**src/rtl/gray_sync_pkg.sv**
```systemverilog
//------------------------------------------------------------------------------
// Module      : gray_sync_pkg
// Description : Gray/binary conversion helpers and sync-depth limits.
// Revision    : 1.0
//------------------------------------------------------------------------------
`default_nettype none

package gray_sync_pkg;

    localparam int SYNC_STAGES_MIN = 2;
    localparam int SYNC_STAGES_MAX = 4;
    localparam int CONV_WIDTH      = 32;

    typedef logic [CONV_WIDTH-1:0] word_t;

    // Callers zero-extend narrower pointers; leading zeros leave the prefix XOR unchanged.
    function automatic word_t gray2bin(input word_t g);
        word_t b;
        b[CONV_WIDTH-1] = g[CONV_WIDTH-1];
        for (int i = CONV_WIDTH - 2; i >= 0; i--) begin
            b[i] = b[i+1] ^ g[i];
        end
        return b;
    endfunction

    function automatic word_t bin2gray(input word_t b);
        return b ^ (b >> 1);
    endfunction

endpackage

`default_nettype wire

```
**src/rtl/sync_chain.sv**
```systemverilog
//------------------------------------------------------------------------------
// Module      : sync_chain
// Description : Multi-flop synchroniser chain, asynchronous active-high reset.
// Revision    : 1.0
//------------------------------------------------------------------------------
`default_nettype none

module sync_chain #(
    parameter int WIDTH  = 5,
    parameter int STAGES = 2
) (
    input  logic             clk,
    input  logic             rst,
    input  logic [WIDTH-1:0] din,
    output logic [WIDTH-1:0] dout
);

    logic [WIDTH-1:0] stage [STAGES];

    always_ff @(posedge clk or posedge rst) begin
        if (rst) begin
            stage[0] <= '0;
        end else begin
            stage[0] <= din;
        end
    end

    genvar k;
    generate
        for (k = 1; k < STAGES; k++) begin : g_stage
            always_ff @(posedge clk or posedge rst) begin
                if (rst) begin
                    stage[k] <= '0;
                end else begin
                    stage[k] <= stage[k-1];
                end
            end
        end
    endgenerate

    assign dout = stage[STAGES-1];

endmodule

`default_nettype wire

```
**src/rtl/gray_ptr_sync.sv**
```systemverilog
//------------------------------------------------------------------------------
// Module      : gray_ptr_sync
// Description : Gray pointer CDC synchroniser with binary view, update pulse,
//               step delta and sticky multi-bit-change checker.
// Revision    : 1.0
//------------------------------------------------------------------------------
`default_nettype none

module gray_ptr_sync
    import gray_sync_pkg::*;
#(
    parameter int PTR_WIDTH   = 4,
    parameter int SYNC_STAGES = 2,
    parameter int CHECK_EN    = 1
) (
    input  logic               clk,
    input  logic               rst,
    input  logic [PTR_WIDTH:0] gray_in,
    input  logic               err_clr,
    output logic [PTR_WIDTH:0] gray_out,
    output logic [PTR_WIDTH:0] bin_out,
    output logic               upd,
    output logic [PTR_WIDTH:0] delta,
    output logic               err
);

    localparam int W = PTR_WIDTH + 1;

    generate
        if (SYNC_STAGES < SYNC_STAGES_MIN || SYNC_STAGES > SYNC_STAGES_MAX) begin : g_bad_stages
            $error("gray_ptr_sync: SYNC_STAGES must be within 2..4");
        end
        if (W > CONV_WIDTH) begin : g_bad_width
            $error("gray_ptr_sync: PTR_WIDTH too large for conversion helpers");
        end
    endgenerate

    logic [W-1:0] prev;
    logic [W-1:0] bin_new;
    logic [W-1:0] bin_prev;
    logic         change;
    logic         step_err;

    sync_chain #(
        .WIDTH  (W),
        .STAGES (SYNC_STAGES)
    ) u_sync_chain (
        .clk  (clk),
        .rst  (rst),
        .din  (gray_in),
        .dout (gray_out)
    );

    always_comb begin
        bin_new  = W'(gray2bin(word_t'(gray_out)));
        bin_prev = W'(gray2bin(word_t'(prev)));
        change   = (gray_out != prev);
        step_err = (CHECK_EN != 0) && change && ($countones(gray_out ^ prev) > 1);
    end

    // A bad step is still forwarded; the checker only flags it.
    always_ff @(posedge clk or posedge rst) begin
        if (rst) begin
            prev    <= '0;
            bin_out <= '0;
            upd     <= 1'b0;
            delta   <= '0;
            err     <= 1'b0;
        end else begin
            prev    <= gray_out;
            bin_out <= bin_new;
            upd     <= change;
            delta   <= change ? (bin_new - bin_prev) : '0;
            if (step_err) begin
                err <= 1'b1;
            end else if (err_clr) begin
                err <= 1'b0;
            end
        end
    end

endmodule

`default_nettype wire
```
**config.mk**
```make
export PLATFORM = sky130hd
export DESIGN_NAME = gray_ptr_sync
export DESIGN_NICKNAME = d
export VERILOG_FILES = /design/src/rtl/gray_sync_pkg.sv /design/src/rtl/sync_chain.sv /design/src/rtl/gray_ptr_sync.sv
export SDC_FILE = /design/constraint.sdc
export NUM_CORES = 1
export LEC_CHECK = 0
export ABC_AREA = 1
export CAP_MARGIN = 20
export CORE_ASPECT_RATIO = 0.9
export CORE_MARGIN = 5
export CORE_UTILIZATION = 49
export CTS_CLUSTER_SIZE = 16
export DETAILED_ROUTE_END_ITERATION = 8
export GPL_ROUTABILITY_DRIVEN = 0
export PLACE_DENSITY = 0.77
export SLEW_MARGIN = 20
export SYNTH_ARGS = -nofsm -noshare
export SYNTH_HDL_FRONTEND = slang
export SYNTH_SLANG_ARGS = --single-unit
export TNS_END_PERCENT = 10
```
**constraint.sdc**
```tcl
create_clock -name clk -period 2.54 [get_ports clk]
set_input_delay 0.508 -clock clk [delete_from_list [all_inputs] [get_ports clk]]
set_output_delay 0.508 -clock clk [all_outputs]
set_load 0.005 [all_outputs]
```
After elaboration in Yosys (flattened, before gate mapping)
Index checks and enable logic that the tools add are counted.
W data, S select, Z words.
{ "classes": {"add_sub_neg": 5, "order_cmp": 1, "eq_ne": 1, "muxes": 3, "bitwise": 9, "n_reduce_logical": 2} }
{ "op_table": {"columns": ["operator", "n"], "rows": [
  ["$xor A1 B1 Y1", 8],
  ["$mux W5", 1],
  ["$ne A5 B5 Y1", 1],
  ["$sub A5 B5 Y5", 1],
  ["$xor A5 B5 Y5", 1],
  ["$add A1 B1 Y2", 2],
  ["$add A3 B1 Y4", 1],
  ["$gt A4 B1 Y1 const B", 1],
  ["$add A2 B2 Y3", 1],
  ["$mux W1", 2],
  ["$reduce_bool A2 Y1", 1],
  ["$logic_and A1 B1 Y1", 1]
]} }
{ "totals": {"regBits": 27, "out_inout_bits": 17} }

Logic depth before layout (Yosys ltp)
Gate-level depths: netlist (run 1).
{ "logic_depth": {"ltp_word": 7, "ltp_mapped": 17, "ltp_nobuf": 17} }

Hierarchy
From an unflattened synthesis (run 1), not the netlist that was laid out.
{ "hier_totals": {"hier_cells": 128, "hier_area_um2": 1213.7} }
{ "modules_own_cells": {"columns": ["mod", "n_inst", "cells_each", "area_per_inst_um2", "seq_area_each_um2"], "rows": [
  ["gray_ptr_sync", 1, 112, 922.1, 400.4],
  ["sync_chain", 1, 16, 291.5, 250.2]
]} }

Worst setup path before layout (run 1)
Ideal clock, no wire load.
{ "synth_path": {"path_kind": "register to register", "from": "reg u_sync_chain.stage (netlist bit u_sync_chain.dout[3])", "to": "reg delta[4]", "setup_time_ns": 0.071, "arrival_time_ns": 1.960, "path_slack_ns": 0.508, "path_stages_with_launch": 17, "n_path_buf": 0, "cell_sequence": "dfrtp_1 -> inv_1 -> nand2_1 -> nand3_2 -> nand2_1 -> nand2_2 -> nand2_2 -> nand2_1 -> nand2_1 -> ha_1 -> inv_1 -> fa_1 -> nand2_1 -> a21oi_1 -> o21ai_0 -> nand2_1 -> nor2_1"} }
{ "synth_between": {"elab_chain_cells": 6} }
{ "synth_rtl": {"columns": ["element", "line", "source"], "rows": [
  ["start: declaration", "sync_chain.sv:18", "logic [WIDTH-1:0] stage [STAGES];"],
  ["start signal: indexed assignment", "sync_chain.sv:35", "stage[k] <= stage[k-1];"],
  ["$xor A1 B1 Y1 (*) (3 in a row)", "gray_sync_pkg.sv:21", "b[i] = b[i+1] ^ g[i];"],
  ["net bin_new[1]", "gray_ptr_sync.sv:39", "logic [W-1:0] bin_new;"],
  ["$xor A1 B1 Y1", "gray_sync_pkg.sv:21", null],
  ["$sub A5 B5 Y5 (*)", "gray_ptr_sync.sv:73", "delta <= change ? (bin_new - bin_prev) : '0;"],
  ["$mux W5 (*)", "gray_ptr_sync.sv:73", null],
  ["end signal: assignment", "gray_ptr_sync.sv:73", null],
  ["end: declaration", "gray_ptr_sync.sv:23", "output logic [PTR_WIDTH:0] delta,"]
]} }
Mark *: on every way through the listed nets, which the timed path passes. The rest lies on a longest branch.
A chain may end at the register's enable or synchronous reset.

Final worst setup path (run 1)
Ends and elaborated chain as after synthesis.

==> out/results.tsv, run 1 <==
stage	metric	value	unit
final_layout	drive_gt1_share	8.72	%
cts	clock-root-buffer	clkbuf_4	
final_layout	final_common_cell	nand2_1	
setup_path	start_kind	flop	
cts	cts_buffer_depth	2	
timing	hold_viol_final	0	
cts	cts_tree	yes	
pwr	p_comb_share	25.8	%
logic_synthesis	syn_nets	142	
logic_synthesis	seq_area_frac_synth	54.2	%
final_layout	syn_to_final_growth	23.1	%
timing	slew_viol_final	0	
placement	dp.cells	173	
timing	holdWs	0.364	ns
cts	clock-sinks	26	
pwr	leakage	0.747	nW
grt	antenna_found_initial	0	
grt	gr-total-overflow	0	
setup_path	cp_data_required_time	2.76	ns
timing	worstMarginPinSlew	0.324	ns
run	cap_violations	0	
timing	period_needed	2.26	ns
setup_path	reg2reg_to	delta[4]$_DFF_PP0_	
detailed_routing	drtIter0Drc	5	
timing	setup_violations	0	
placement	dp_slack	0.264	ns
pwr	p_sw	0.242	mW
cts	cts_setup_buffers	0	
timing	fin_skew	0.00674	ns
floorplanning	die-width	62.2	um
pwr	internal-power	0.673	mW
setup_path	critPathLaunch	u_sync_chain.dout[3]$_DFF_PP0_	
final_layout	layoutNonFillerInstCount	177	
grt	track_usage	12.0	%
cts	cts_buffers	3	
final_layout	mostFrequentLayoutCells	29 x nand2_1, 24 x clkdlybuf4s50_1, 23 x dfrtp_1, 22 x inv_1, 11 x nand3_1	
placement	hpwl	1490	um
grt	grt_max_degree	27	
timing	setup_tns	0	ns
run_status	status	finished, final reports clean	
timing	rsz0062_at_grt	no	
detailed_routing	drc	0	
setup_path	endpoint_kind	flop	
logic_synthesis	synth_cell_types	16	
timing	postLayoutSetupSlackWorst	0.283	ns
pwr	pwr-share-clk	21.9	%
logic_synthesis	ys_warn_count	0	
min_path	hp-class	reg2reg	
pwr	vdd_drop_max	0.409	mV
floorplanning	die_h	56.9	um
floorplanning	dieArea	0.00354	sq mm
detailed_routing	via_per_inst	4.72	
setup_path	endpoint	delta[4]$_DFF_PP0_	
timing	fmax	0.443	GHz
setup_path	worstPathArrival	2.48	ns
detailed_routing	ant_nets	0	
placement	io_buffers	24	
logic_synthesis	avgSynthCellArea	9.52	sq um
final_layout	diodes	0	
grt	grt_pass1_wl	3450	um
floorplanning	placementRows	17	
floorplanning	start_util	49.9	%
grt	grt_pass1_vias	841	
detailed_routing	routed_wl	1900	um
pwr	powerDensity	619	mW/mm^2
logic_synthesis	ys_ff_latch	26	
final_layout	nets	166	
timing	relSlewSlack	78.4	%
detailed_routing	wl_per_cell	10.7	um
detailed_routing	drt_pass1_iterations	4	
cts	path_clk_slew	0.13	ns
cts	cts.htree.levels	1	
setup_path	r2r_start	u_sync_chain.dout[3]$_DFF_PP0_	
timing	min_period_over_period	88.9	%
pwr	finalPower	0.914	mW
setup_path	ff2ff_path_depth	17	
final_layout	fillers	205	
floorplanning	ios	25	
pwr	p_seq_share	52.3	%
setup_path	rrSetupSlack	0.28	ns
detailed_routing	dr_total_vias	835	
setup_path	criticalPathCategory	reg2reg	
logic_synthesis	postSynthCellCount	126	
logic_synthesis	syn-cell-area	0.00120	sq mm
cts	clock_latency	0.31	ns
setup_path	path_max_fanout	6	
floorplanning	coreArea	0.00240	sq mm
pwr	switching_share	26.4	%
## state kept, by name, summed over array words and instances (netlist names)
register	flops
upd	1
prev	4
err	1
u_sync_chain.stage	5
u_sync_chain.dout	5
bin_out	5
delta	5
## synthesized netlist by cell type
cell type | count | area [sq um]
ha_1 | 6 | 75.1
inv_1 | 22 | 82.6
nand2_2 | 2 | 12.5
xnor2_1 | 5 | 43.8
a21oi_1 | 3 | 15.0
nor2_4 | 1 | 11.3
dfrtp_1 | 26 | 651
nand3_1 | 11 | 55.1
inv_2 | 1 | 3.75
nand3_2 | 1 | 10.0
fa_1 | 2 | 40.0
nor2_1 | 7 | 26.3
buf_4 | 6 | 45.0
o21ai_0 | 2 | 10.0
nor3_1 | 2 | 10.0
nand2_1 | 29 | 109
## stage by stage
step                      util, %  cell area (sq um)
after global routing         61.5               1480
after floorplan                 -               1200
after detailed placement     59.8               1440
after global placement       59.8               1440
final                        61.5               1480
after CTS                    61.3               1470
## logic make-up after synthesis
| logic type | Yosys count | share of synthesized area, % |
|---|---|---|
| AND/OR/NAND/NOR | 53 | 19.5 |
| flip-flops | 26 | 54.2 |
| XOR/XNOR | 5 | 3.65 |
| AO/OA/AOI/OAI | 5 | 2.09 |
| buffers and inverters | 29 | 10.9 |
| adder cells (fa/ha/maj) | 8 | 9.59 |
## layer usage
| layer | vias up | part of all wire (%) | track usage [%] |
|---|---|---|---|
| li1 | 419 | - | - |
| met2 | 20 | 49 | 21.4 |
| met1 | 392 | 43 | 13.6 |
| met5 | - | 0 | 0 |
| met3 | 4 | 6.3 | 3.15 |
| met4 | 0 | 1.4 | 4.64 |
## how the worst min path moves through the flow
stage	end	startpoint	cells past startpoint	slack, ns
CTS	u_sync_chain.dout[2]$_DFF_PP0_	u_sync_chain.stage[7]$_DFF_PP0_	0	0.37
detailed placement	u_sync_chain.dout[2]$_DFF_PP0_	u_sync_chain.stage[7]$_DFF_PP0_	0	0.34
global placement	u_sync_chain.dout[3]$_DFF_PP0_	u_sync_chain.stage[8]$_DFF_PP0_	0	0.33
finish	u_sync_chain.dout[0]$_DFF_PP0_	u_sync_chain.stage[5]$_DFF_PP0_	0	0.36
floorplan	u_sync_chain.dout[0]$_DFF_PP0_	u_sync_chain.stage[5]$_DFF_PP0_	0	0.33
global route	u_sync_chain.dout[3]$_DFF_PP0_	u_sync_chain.stage[8]$_DFF_PP0_	0	0.38
## power groups by stage
stage | Clock (mW) | Combinational (mW) | Sequential (mW)
2_1_floorplan | 0 | 0.127 | 0.490
3_3_place_gp | 0 | 0.229 | 0.485
3_5_place_dp | 0 | 0.239 | 0.487
4_1_cts | 0.214 | 0.240 | 0.479
5_1_grt | 0.233 | 0.271 | 0.484
6_report | 0.200 | 0.236 | 0.478
## worst max-delay path, stage by stage, from the launching register on
cell and delay [ns]:
dfrtp_2 0.43, inv_1 0.07, nand2_1 0.05, nand3_1 0.11
nand2_1 0.15, nand2_2 0.08, nand2_2 0.12, nand2_1 0.07
nand2_1 0.06, ha_1 0.14, inv_1 0.06, fa_1 0.39
nand2_1 0.10, a21oi_1 0.09, nor2_1 0.09, nand2_1 0.05
nand2_1 0.06, nor2_1 0.03
## timing repair
item,CTS,global route
gates resized for setup,0,3
endpoints found under the setup margin,0,1
hold buffers,0,0
## final cells by class
type / instances / area, sq um / area share [%]
inverters: 23 / 86.3 / 5.84
flip-flops and latches: 26 / 654 / 44.3
clock buffers: 4 / 36.3 / 2.46
multi-input cells: 71 / 418 / 28.3
repair buffers: 25 / 248 / 16.8
well taps: 28 / 35.0 / 2.37
Note: power is estimated with default switching activity, not from simulation.
==> inputs of run 2 (changes only) <==
- GPL_TIMING_DRIVEN: not set -> 1
==> results of run 2 <==
No change in the layout: final DEF, timing and power equal those of run 1.
